## src/rtl/fifo_pkg.sv

```systemverilog
// rtl/fifo_pkg.sv - shared state encoding and byte width for the FIFO read-side unpacker
package fifo_pkg;

    localparam int BYTE_W = 8;

    typedef enum logic [1:0] {
        IDLE        = 2'd0,
        SEND_FIRST  = 2'd1,
        SEND_SECOND = 2'd2,
        SEND_CSUM   = 2'd3
    } unpack_state_t;

endpackage

```

## src/rtl/fifo_byte_unpacker.sv

```systemverilog
// rtl/fifo_byte_unpacker.sv - pops 16-bit FWFT FIFO words, streams them as bytes, closes each frame with an XOR checksum byte
module fifo_byte_unpacker
    import fifo_pkg::*;
#(
    parameter int DSIZE       = 16,
    parameter int FRAME_WORDS = 4,
    parameter bit MSB_FIRST   = 1'b1
) (
    input  logic              rclk,
    input  logic              rrst,
    input  logic [DSIZE-1:0]  rdata,
    input  logic              rempty,
    output logic              r_en,
    output logic [BYTE_W-1:0] out_data,
    output logic              out_valid,
    input  logic              out_ready,
    output logic              out_last,
    output logic              frame_done
);

    localparam int CW = (FRAME_WORDS > 1) ? $clog2(FRAME_WORDS) : 1;
    localparam logic [CW-1:0] LAST_CNT = CW'(FRAME_WORDS - 1);

    generate
        if (DSIZE != 16) begin : g_bad_dsize
            $error("fifo_byte_unpacker: DSIZE must be 16");
        end
        if (FRAME_WORDS < 1) begin : g_bad_frame
            $error("fifo_byte_unpacker: FRAME_WORDS must be at least 1");
        end
    endgenerate

    unpack_state_t     r_state;
    unpack_state_t     w_next_state;
    logic [15:0]       r_hold;
    logic [BYTE_W-1:0] r_csum;
    logic [CW-1:0]     r_word_cnt;
    logic              r_frame_done;

    logic              w_hs;
    logic              w_last_word;
    logic [BYTE_W-1:0] w_first_byte;
    logic [BYTE_W-1:0] w_second_byte;

    assign w_first_byte  = MSB_FIRST ? r_hold[15:8] : r_hold[7:0];
    assign w_second_byte = MSB_FIRST ? r_hold[7:0]  : r_hold[15:8];
    assign w_last_word   = (r_word_cnt == LAST_CNT);

    assign out_valid  = (r_state != IDLE);
    assign out_last   = (r_state == SEND_CSUM);
    assign frame_done = r_frame_done;
    assign w_hs       = out_valid && out_ready;

    always_comb begin
        out_data = '0;
        case (r_state)
            SEND_FIRST:  out_data = w_first_byte;
            SEND_SECOND: out_data = w_second_byte;
            SEND_CSUM:   out_data = r_csum;
            default:     out_data = '0;
        endcase
    end

    // Pop in IDLE or on the final byte of a word/frame so the next word follows without a bubble.
    always_comb begin
        r_en = 1'b0;
        if (!rrst && !rempty) begin
            case (r_state)
                IDLE:        r_en = 1'b1;
                SEND_SECOND: r_en = out_ready && !w_last_word;
                SEND_CSUM:   r_en = out_ready;
                default:     r_en = 1'b0;
            endcase
        end
    end

    always_comb begin
        w_next_state = r_state;
        case (r_state)
            IDLE: begin
                if (r_en) w_next_state = SEND_FIRST;
            end
            SEND_FIRST: begin
                if (w_hs) w_next_state = SEND_SECOND;
            end
            SEND_SECOND: begin
                if (w_hs) begin
                    if (w_last_word) w_next_state = SEND_CSUM;
                    else             w_next_state = r_en ? SEND_FIRST : IDLE;
                end
            end
            SEND_CSUM: begin
                if (w_hs) w_next_state = r_en ? SEND_FIRST : IDLE;
            end
            default: w_next_state = IDLE;
        endcase
    end

    always_ff @(posedge rclk) begin
        if (rrst) r_state <= IDLE;
        else      r_state <= w_next_state;
    end

    always_ff @(posedge rclk) begin
        if (rrst) begin
            r_hold       <= '0;
            r_csum       <= '0;
            r_word_cnt   <= '0;
            r_frame_done <= 1'b0;
        end else begin
            r_frame_done <= 1'b0;
            if (r_en) r_hold <= rdata;
            case (r_state)
                SEND_FIRST: begin
                    if (w_hs) r_csum <= r_csum ^ out_data;
                end
                SEND_SECOND: begin
                    if (w_hs) begin
                        r_csum <= r_csum ^ out_data;
                        if (w_last_word) r_word_cnt <= '0;
                        else             r_word_cnt <= r_word_cnt + 1'b1;
                    end
                end
                SEND_CSUM: begin
                    if (w_hs) begin
                        r_csum       <= '0;
                        r_frame_done <= 1'b1;
                    end
                end
                default: ;
            endcase
        end
    end

endmodule

```

## config.mk

```make
export PLATFORM = sky130hd
export DESIGN_NAME = fifo_byte_unpacker
export DESIGN_NICKNAME = d
export VERILOG_FILES = /design/src/rtl/fifo_pkg.sv /design/src/rtl/fifo_byte_unpacker.sv
export SDC_FILE = /design/constraint.sdc
export NUM_CORES = 1
export LEC_CHECK = 0
export CAP_MARGIN = 40
export CELL_PAD_IN_SITES_DETAIL_PLACEMENT = 2
export CELL_PAD_IN_SITES_GLOBAL_PLACEMENT = 2
export CORE_UTILIZATION = 33
export CTS_CLUSTER_SIZE = 24
export DETAILED_ROUTE_END_ITERATION = 10
export PLACE_DENSITY_LB_ADDON = 0.1
export SETUP_SLACK_MARGIN = 0.2
export SLEW_MARGIN = 40
export SYNTH_ARGS = -nofsm -noshare
export SYNTH_HDL_FRONTEND = slang
export SYNTH_SLANG_ARGS = --single-unit
```

## constraint.sdc

```tcl
create_clock -name rclk -period 5.2 [get_ports rclk]
set_clock_uncertainty 0.1 [all_clocks]
set_input_delay 1.3 -clock rclk [delete_from_list [all_inputs] [get_ports rclk]]
set_output_delay 1.3 -clock rclk [all_outputs]
set_load 0.005 [all_outputs]
```

==> impl_metrics.py, run 1 <==
metrics = {
    "run_status": {
        "status": "finished, final reports clean",
    },
    "sta": {
        "slew_headroom_pct": 56.3,
        "min_period_ps": 4170,
        "final-setup-viol-count": 0,
        "hold_ws_ps": 385,
        "fmax_ghz": 0.240,
        "rsz0062_at_grt": "false",
        "final-max-slew-violation-count": 0,
        "finalSetupTns_ps": 0,
        "period_share_pct": 80.1,
        "worst_slack_ps": 1030,
        "worst_pin_slew_ps": 655,
        "finalHoldViolations": 0,
    },
    "place": {
        "dp_hpwl_mm": 2.86,
        "pre_cts_slack_ps": 1040,
        "place_congestion": 0.787,
        "dpl_cell_area_sq_mm": 0.00183,
        "port_buffers": 31,
    },
    "floorplan": {
        "dieArea_sq_mm": 0.00480,
        "rows": 24,
        "coreArea_sq_mm": 0.00435,
        "die_y_um": 69.3,
        "ios": 32,
        "die_x_um": 69.3,
        "initial_utilization_pct": 34.3,
    },
    "synth": {
        "synthFlopType": "dfxtp_1",
        "synth.distinct_cells": 32,
        "ys_seq_area_share_pct": 38.9,
        "synth_most_common_cell": "dfxtp_1",
        "synth_enable_flop_cells": 0,
        "syn_area_sq_mm": 0.00149,
        "syn_area_per_cell_sq_um": 9.89,
        "yosys.area.top_type": "dfxtp_1",
        "synth.top_cell.area_share_pct": 38.9,
        "synthTopCellsByArea": "dfxtp_1, mux2_4, nor2b_1, a222oi_1, mux2_2",
        "synthesis.nets": 176,
        "synthCells": 151,
        "synth-seq-cells": 29,
        "synthArstFlopShare_pct": 0,
        "yosys_warnings": 0,
        "synth_common_cells": "dfxtp_1, nor2_1, nor2b_1, mux2_4, nor3_1",
    },
    "final_layout": {
        "layout-drive-gt1-share_pct": 16.4,
        "antenna_cells": 0,
        "finalNetCount": 207,
        "area_delta_synth_final_pct": 30.3,
        "nFillCells": 444,
        "fin_util_pct": 44.7,
        "postLayoutCellArea_sq_mm": 0.00194,
    },
    "worst_setup_path": {
        "reg2reg_from": "r_state[0]$_SDFFE_PP0P_",
        "critical_path_required_ps": 3800,
        "slowest_stage": "clkdlybuf4s50_1",
        "crit_chain": "clkdlybuf4s50_1, nor2_1, o21ai_4, inv_1, clkdlybuf4s50_1",
        "cp-start-kind": "primary input",
        "crit_family": "buffers and inverters",
        "rr_worst_depth": 7,
        "cp.buffers_inverters": 3,
        "critical_path.max_fanout": 4,
        "cp-end-kind": "primary output",
        "critPathArrivalTime_ps": 2770,
        "critPathMaxStageDelay_ps": 490,
        "r2r_setup_slack_ps": 2740,
        "cp_common_cell": "clkdlybuf4s50_1",
        "rr_endpoint": "r_hold[4]$_SDFFE_PP0P_",
        "cp_num_cells": 5,
        "critPathKind": "primary input to primary output",
    },
    "worst_hold_path": {
        "min_to": "r_word_cnt[1]$_SDFFE_PP0P_",
        "holdCritPathClass": "flip-flop to flip-flop",
        "hold_path_depth": 2,
        "worstHoldStart": "r_word_cnt[1]$_SDFFE_PP0P_",
    },
    "clock_tree": {
        "cts_setup_buffers": 0,
        "htreeDepth": 2,
        "cts_buffers": 5,
        "cts.sinks": 29,
        "clk_pin_slew_worst_paths_ps": 70,
        "ctsHoldBuffers": 0,
        "cts_resized": 0,
        "cts_tree": "built",
        "clockRootBuffer": "clkbuf_8",
        "clockBufferDepth": 2,
        "clock_latency_ps": 280,
    },
    "power": {
        "peakVddDrop_mv": 0.167,
        "p_per_area_mw_per_mm2": 372,
        "leakage_uw": 0.000749,
    },
    "global_route": {
        "grt_pass1_vias": 1354,
        "grt_util_all_layers_pct": 18.3,
        "grt_antenna_before_repair": 0,
        "grt_overflow": 0,
        "grt_max_degree": 24,
        "grt_first_pass_wirelength_mm": 6.73,
    },
    "routing": {
        "wl_mm": 4.05,
        "via_per_inst": 5.24,
        "ant_nets": 0,
        "route.vias.total": 1232,
        "wl_per_cell_um": 17.2,
        "drc": 0,
        "drt-pass1-iter-count": 5,
        "drtIter0Drc": 89,
    },
    "flow_run": {
        "maxCapViolations": 0,
    },
}
==> worst reg2reg max path: cells and delay by family (launching register included) <==
kind | cells | cell delay [ps]
AOI/OAI and AO/OA | 2 | 420
adders and majority gates | 1 | 410
buffers and inverters | 2 | 400
DFF | 1 | 400
muxes | 1 | 380
and+or+nand+nor | 1 | 230
==> layer usage <==
metal	share of wire, %	vias to the layer above	GRT usage [%]
li1	-	591	-
met4	1.5	0	7.48
met2	51	39	31.7
met1	43	596	21.5
met5	0	-	0
met3	4.7	6	4.65
==> per-stage QoR <==
stage / power, uW / std cells
4_1_cts: 736 / 235
5_1_grt: 766 / 235
3_3_place_gp: 479 / 227
3_5_place_dp: 487 / 227
2_1_floorplan: 415 / 151
6_report: 724 / 235
==> logic make-up (layout without fill, tap and decap cells) <==
kind of cell | count (synthesis) | after routing | share of synthesized area, %
AOI/OAI and AO/OA | 21 | 21 | 12.7
xor gates and xnor gates | 8 | 8 | 4.69
adders and majority gates | 5 | 5 | 4.19
buffers and inverters | 13 | 45 | 4.69
DFF | 29 | 29 | 38.9
muxes | 16 | 16 | 14.3
and+or+nand+nor | 59 | 59 | 20.5
==> cell type report <==
class	instances	area (sq um)	area share (%)
Sequential cell	29	581	29.9
Clock inverter	1	30.0	1.54
Multi-Input combinational cell	109	842	43.3
Clock buffer	7	86.3	4.44
Inverter	4	15.0	0.772
Tap cell	52	65.1	3.35
Timing Repair Buffer	33	325	16.7
==> flip-flops by register name (all words and copies together), names as in the netlist <==
signal,cells
r_word_cnt,2
r_state,2
frame_done,1
r_csum,8
r_hold,16
==> worst max-delay path by stage <==
stage,to,slack (ps),startpoint
floorplan,r_en,1860,rrst
global placement,r_en,1080,rrst
detailed placement,r_en,1040,rrst
CTS,r_en,1030,rrst
global route,r_en,920,rrst
finish,r_en,1030,rrst
==> report_power, final <==
part | internal (uW) | total [uW] | leakage, uW | switching, uW
clock network | 156 | 245 | 0.0000585 | 88.6
logic | 99.2 | 210 | 0.000453 | 111
registers | 250 | 269 | 0.000237 | 18.9
total | 505 | 724 | 0.000749 | 219
==> placed cells by master (no fill, tap or decap), types with 5 or more instances in the layout <==
cell type / Yosys / layout
dfxtp_1: 29 / 29
clkbuf_8: 0 / 6
a222oi_1: 8 / 8
mux2_2: 7 / 7
xnor2_1: 8 / 8
mux2_4: 9 / 9
ha_1: 5 / 5
nor2b_1: 17 / 17
nor2_1: 21 / 21
nor3_1: 9 / 9
clkdlybuf4s50_1: 0 / 31
Note: power is estimated with default switching activity, not from simulation.
==> run 2: changes to the inputs <==
- CORE_UTILIZATION: 33 -> 31
- clock period: 5.2 -> 4 ns (I/O delays scaled with it)
==> run 2 against run 1 <==
The flow now finishes with violations (design-rule violations). Wire length rose by 1.7%. Hold slack improved by 6.2 ps. Register-to-register slack got worse by 1000 ps. Cell area down 1.4%. Die area increased by 6.3%. Non-clock buffer count is 1 higher. Power rose by 20%. Critical path depth is the same.
==> impl_metrics.py, run 2 (same netlist as run 1, synthesis figures left out) <==
metrics = {
    "run_status": {
        "status": "finished, violations left",
        "violations": "design-rule violations",
    },
    "routing": {
        "drc": 2,
        "wl_mm": 4.12,
        "wl_per_cell_um": 17.4,
        "drt-pass1-iter-count": 7,
        "via_per_inst": 5.34,
        "ant_nets": 0,
        "drtIter0Drc": 87,
        "route.vias.total": 1261,
    },
    "flow_run": {
        "maxCapViolations": 0,
    },
    "clock_tree": {
        "cts_resized": 0,
        "ctsHoldBuffers": 0,
        "cts_setup_buffers": 0,
        "cts.sinks": 29,
        "clockBufferDepth": 2,
        "htreeDepth": 2,
        "cts_buffers": 5,
        "cts_tree": "built",
        "clock_latency_ps": 280,
        "clk_pin_slew_worst_paths_ps": 60,
        "clockRootBuffer": "clkbuf_8",
    },
    "final_layout": {
        "regMostFlops": "r_hold",
        "largest_reg_flops": 16,
        "postLayoutCellArea_sq_mm": 0.00192,
        "antenna_cells": 0,
        "multi_input_area_sq_um": 842,
        "regArea_sq_um": 581,
        "final_common_cell": "clkdlybuf4s50_1",
        "layout-drive-gt1-share_pct": 16.8,
        "finalNetCount": 208,
        "fin_util_pct": 42.6,
        "mostFrequentLayoutCells": "clkdlybuf4s50_1, dfxtp_1, nor2_1",
        "reg_top3": "r_hold: 16 flops, r_csum: 8 flops",
        "area_delta_synth_final_pct": 28.5,
        "nFillCells": 504,
    },
    "worst_setup_path": {
        "cp.buffers_inverters": 3,
        "crit_family": "buffers and inverters",
        "cp_num_cells": 5,
        "r2r_setup_slack_ps": 1720,
        "critical_path_required_ps": 2900,
        "critical_path.max_fanout": 5,
        "cp-start-kind": "primary input",
        "worstSetupStartpoint": "out_ready",
        "critPathKind": "primary input to primary output",
        "critPathArrivalTime_ps": 2440,
        "cp-end-kind": "primary output",
        "cp_common_cell": "clkdlybuf4s50_1",
        "slowest_stage": "clkdlybuf4s50_1",
        "endpoint": "r_en",
        "rr_worst_depth": 6,
        "crit_chain": "clkdlybuf4s50_1, o211a_4, o21ai_4, inv_1, clkdlybuf4s50_1",
        "rr_endpoint": "r_csum[3]$_SDFFE_PP0P_",
        "reg2reg_from": "r_state[1]$_SDFFE_PP0P_",
        "critPathMaxStageDelay_ps": 580,
    },
    "power": {
        "leakage_uw": 0.000741,
        "peakVddDrop_mv": 0.172,
        "p_per_area_mw_per_mm2": 454,
    },
    "global_route": {
        "grt_antenna_before_repair": 0,
        "grt_util_all_layers_pct": 18.0,
        "grt_pass1_vias": 1396,
        "grt_max_degree": 24,
        "grt_first_pass_wirelength_mm": 6.90,
        "grt_overflow": 0,
    },
    "floorplan": {
        "coreArea_sq_mm": 0.00450,
        "ios": 32,
        "dieArea_sq_mm": 0.00510,
        "rows": 24,
        "die_x_um": 71.4,
        "die_y_um": 71.4,
        "initial_utilization_pct": 33.1,
    },
    "sta": {
        "rsz0062_at_grt": "false",
        "worst_pin_slew_ps": 738,
        "finalSetupTns_ps": 0,
        "fmax_ghz": 0.282,
        "final-max-slew-violation-count": 0,
        "final-setup-viol-count": 0,
        "min_period_ps": 3540,
        "period_share_pct": 88.6,
        "slew_headroom_pct": 50.6,
        "finalHoldViolations": 0,
        "worst_slack_ps": 458,
    },
    "place": {
        "pre_cts_slack_ps": 453,
        "dp_hpwl_mm": 2.85,
        "port_buffers": 31,
        "place_congestion": 0.778,
        "dpl_cell_area_sq_mm": 0.00184,
    },
    "worst_hold_path": {
        "holdCritPathClass": "flip-flop to flip-flop",
        "hold_path_depth": 2,
    },
}
[run 2: layer usage]
layer | track usage [%] | up-vias | wire (um)
met5 | 0 | - | 0
met4 | 8.44 | 0 | 76
met3 | 4.36 | 8 | 169
met2 | 29.7 | 28 | 2040
met1 | 22.2 | 631 | 1830
li1 | - | 594 | -
[run 2: worst min path at each step]
stage                                from  slack [ps]                         end
2_1_floorplan  r_word_cnt[1]$_SDFFE_PP0P_         340  r_word_cnt[1]$_SDFFE_PP0P_
3_3_place_gp   r_word_cnt[1]$_SDFFE_PP0P_         350  r_word_cnt[1]$_SDFFE_PP0P_
3_5_place_dp   r_word_cnt[1]$_SDFFE_PP0P_         360  r_word_cnt[1]$_SDFFE_PP0P_
4_1_cts        r_word_cnt[1]$_SDFFE_PP0P_         400  r_word_cnt[1]$_SDFFE_PP0P_
5_1_grt        r_word_cnt[1]$_SDFFE_PP0P_         410  r_word_cnt[1]$_SDFFE_PP0P_
6_report       r_word_cnt[1]$_SDFFE_PP0P_         390  r_word_cnt[1]$_SDFFE_PP0P_
[run 2: through the flow]
step                hold slack [ps]  cells  power, uW
floorplan                       340    151        540
global placement                351    228        629
detailed placement              363    228        641
CTS                             395    236        881
global route                    411    236        923
finish                          391    236        871
[run 2: worst register-to-register path, stage by stage (launching register included)]
cell and delay (ps):
dfxtp_1 490, inv_1 110, ha_1 390, nand2b_1 410
nor4_1 420, xnor2_1 170, nor2_1 60
[run 2: final cells by class]
| class | instances | area share [%] |
|---|---|---|
| Inverter | 4 | 0.783 |
| Multi-Input combinational cell | 109 | 43.9 |
| Clock inverter | 2 | 0.522 |
| Tap cell | 52 | 3.39 |
| Sequential cell | 29 | 30.3 |
| Timing Repair Buffer | 34 | 17.4 |
| Clock buffer | 6 | 3.78 |
[run 2: power breakdown]
| group | total [uW] | internal, uW | switching, uW |
|---|---|---|---|
| combinational | 284 | 131 | 154 |
| clock | 237 | 120 | 117 |
| sequential | 349 | 325 | 24.5 |
==> run 3: changes to the inputs <==
- CORE_UTILIZATION: 31 -> 33
- GPL_ROUTABILITY_DRIVEN: not set -> 0
- clock period: 4 -> 4.5 ns (I/O delays scaled with it)
==> run 3 against run 2 <==
The run now ends clean. Clock-buffer cell count increased by 1. Global-route usage increased by 0.40 points. First-iteration DRC count decreased by 22%.
==> impl_metrics.py, run 3 (same netlist as run 1, synthesis figures left out) <==
metrics = {
    "run_status": {
        "status": "finished, final reports clean",
    },
    "floorplan": {
        "dieArea_sq_mm": 0.00480,
        "die_x_um": 69.3,
        "coreArea_sq_mm": 0.00435,
        "ios": 32,
        "rows": 24,
        "initial_utilization_pct": 34.3,
        "die_y_um": 69.3,
    },
    "global_route": {
        "grt_pass1_vias": 1384,
        "grt_util_all_layers_pct": 18.5,
        "grt_first_pass_wirelength_mm": 6.84,
        "grt_antenna_before_repair": 0,
        "grt_overflow": 0,
        "grt_max_degree": 24,
    },
    "sta": {
        "worst_pin_slew_ps": 623,
        "fmax_ghz": 0.264,
        "finalSetupTns_ps": 0,
        "period_share_pct": 84.2,
        "slew_headroom_pct": 58.4,
        "final-max-slew-violation-count": 0,
        "finalHoldViolations": 0,
        "final-setup-viol-count": 0,
        "min_period_ps": 3790,
        "rsz0062_at_grt": "false",
    },
    "routing": {
        "drtIter0Drc": 68,
        "ant_nets": 0,
        "drc": 0,
        "drt-pass1-iter-count": 5,
        "wl_mm": 4.13,
        "via_per_inst": 5.26,
        "wl_per_cell_um": 17.6,
        "route.vias.total": 1236,
    },
    "power": {
        "seq_power_share_pct": 37.2,
        "leakage_uw": 0.000749,
        "sw_frac_of_total_pct": 30.6,
        "peakVddDrop_mv": 0.170,
        "p_sw_uw": 257,
        "power.total_uw": 841,
        "clkPwrFrac_pct": 33.6,
        "p_comb_share_pct": 29.2,
        "internal_power_uw": 584,
        "p_per_area_mw_per_mm2": 432,
    },
    "final_layout": {
        "mostFrequentLayoutCells": "clkdlybuf4s50_1, dfxtp_1, nor2_1",
        "largest_reg_flops": 16,
        "regMostFlops": "r_hold",
        "area_delta_synth_final_pct": 30.3,
        "nFillCells": 462,
        "antenna_cells": 0,
        "reg_top3": "r_hold: 16 flops, r_csum: 8 flops",
        "fin_cells": 235,
        "layout-drive-gt1-share_pct": 16.4,
        "multi_input_area_sq_um": 842,
        "finalNetCount": 207,
        "regArea_sq_um": 581,
        "final_common_cell": "clkdlybuf4s50_1",
    },
    "clock_tree": {
        "cts_setup_buffers": 0,
        "cts.sinks": 29,
        "clock_latency_ps": 280,
        "cts_buffers": 5,
        "cts_resized": 0,
        "ctsHoldBuffers": 0,
        "clk_pin_slew_worst_paths_ps": 70,
        "htreeDepth": 2,
        "clockBufferDepth": 2,
        "clockRootBuffer": "clkbuf_8",
        "cts_tree": "built",
    },
    "worst_setup_path": {
        "cp_common_cell": "clkdlybuf4s50_1",
        "rr_worst_depth": 7,
        "rr_endpoint": "r_hold[15]$_SDFFE_PP0P_",
        "cp-start-kind": "primary input",
        "r2r_setup_slack_ps": 1990,
        "cp-end-kind": "primary output",
        "critical_path_required_ps": 3270,
        "critPathMaxStageDelay_ps": 490,
        "slowest_stage": "clkdlybuf4s50_1",
        "reg2reg_from": "r_state[0]$_SDFFE_PP0P_",
        "critical_path.max_fanout": 4,
        "critPathArrivalTime_ps": 2560,
        "worstSetupStartpoint": "rrst",
        "crit_chain": "clkdlybuf4s50_1, nor2_1, o21ai_4, inv_1, clkdlybuf4s50_1",
        "endpoint": "r_en",
        "critPathKind": "primary input to primary output",
    },
    "place": {
        "dp_hpwl_mm": 2.84,
        "port_buffers": 31,
        "placedCellCount": 227,
    },
    "worst_hold_path": {
        "holdCritPathClass": "flip-flop to flip-flop",
    },
    "flow_run": {
        "maxCapViolations": 0,
    },
}
[run 3: worst min path at each step]
stage | start | to | slack (ps) | depth (start not counted)
2_1_floorplan | r_word_cnt[1]$_SDFFE_PP0P_ | r_word_cnt[1]$_SDFFE_PP0P_ | 340 | 2
3_3_place_gp | r_word_cnt[1]$_SDFFE_PP0P_ | r_word_cnt[1]$_SDFFE_PP0P_ | 350 | 2
3_5_place_dp | r_word_cnt[1]$_SDFFE_PP0P_ | r_word_cnt[1]$_SDFFE_PP0P_ | 390 | 2
4_1_cts | r_word_cnt[1]$_SDFFE_PP0P_ | r_word_cnt[1]$_SDFFE_PP0P_ | 400 | 2
5_1_grt | r_word_cnt[1]$_SDFFE_PP0P_ | r_word_cnt[1]$_SDFFE_PP0P_ | 420 | 2
6_report | r_word_cnt[1]$_SDFFE_PP0P_ | r_word_cnt[1]$_SDFFE_PP0P_ | 390 | 2
[run 3: area by class of cell]
class / instances / area share (%)
multi-input cells: 109 / 43.3
inverters: 4 / 0.772
clock inverters: 1 / 1.54
clock buffers: 7 / 4.44
well taps: 52 / 3.35
flip-flops and latches: 29 / 29.9
repair buffers: 33 / 16.7
[run 3: layer usage]
layer,vias up,global-route usage [%],part of all wire (%)
li1,595,-,-
met1,602,21.3,45
met2,37,33.1,51
met3,2,4.65,4.2
met4,0,5.90,0.48
met5,-,0,0
[run 3: power by group through the flow]
stage	Sequential, uW	Clock [uW]	Combinational [uW]
global placement	315	0	238
finish	313	283	245
global route	315	301	268
CTS	313	290	249
floorplan	309	0	171
detailed placement	317	0	246
[run 3: metrics by stage]
step                      utilization, %  hold WS [ps]  setup slack, ps  instance area (sq um)
final                               44.7           393              711                   1940
after global routing                44.7           421              637                   1940
after CTS                           44.7           399              705                   1940
after detailed placement            42.0           389              718                   1830
after global placement              42.0           349              732                   1830
after floorplan                        -           340             1510                   1490
[run 3: worst max-delay path: cells and delay by family]
family	cells	cell delay [ps]
and+or+nand+nor	1	330
buffers and inverters	3	990
AOI/OAI and AO/OA	1	120
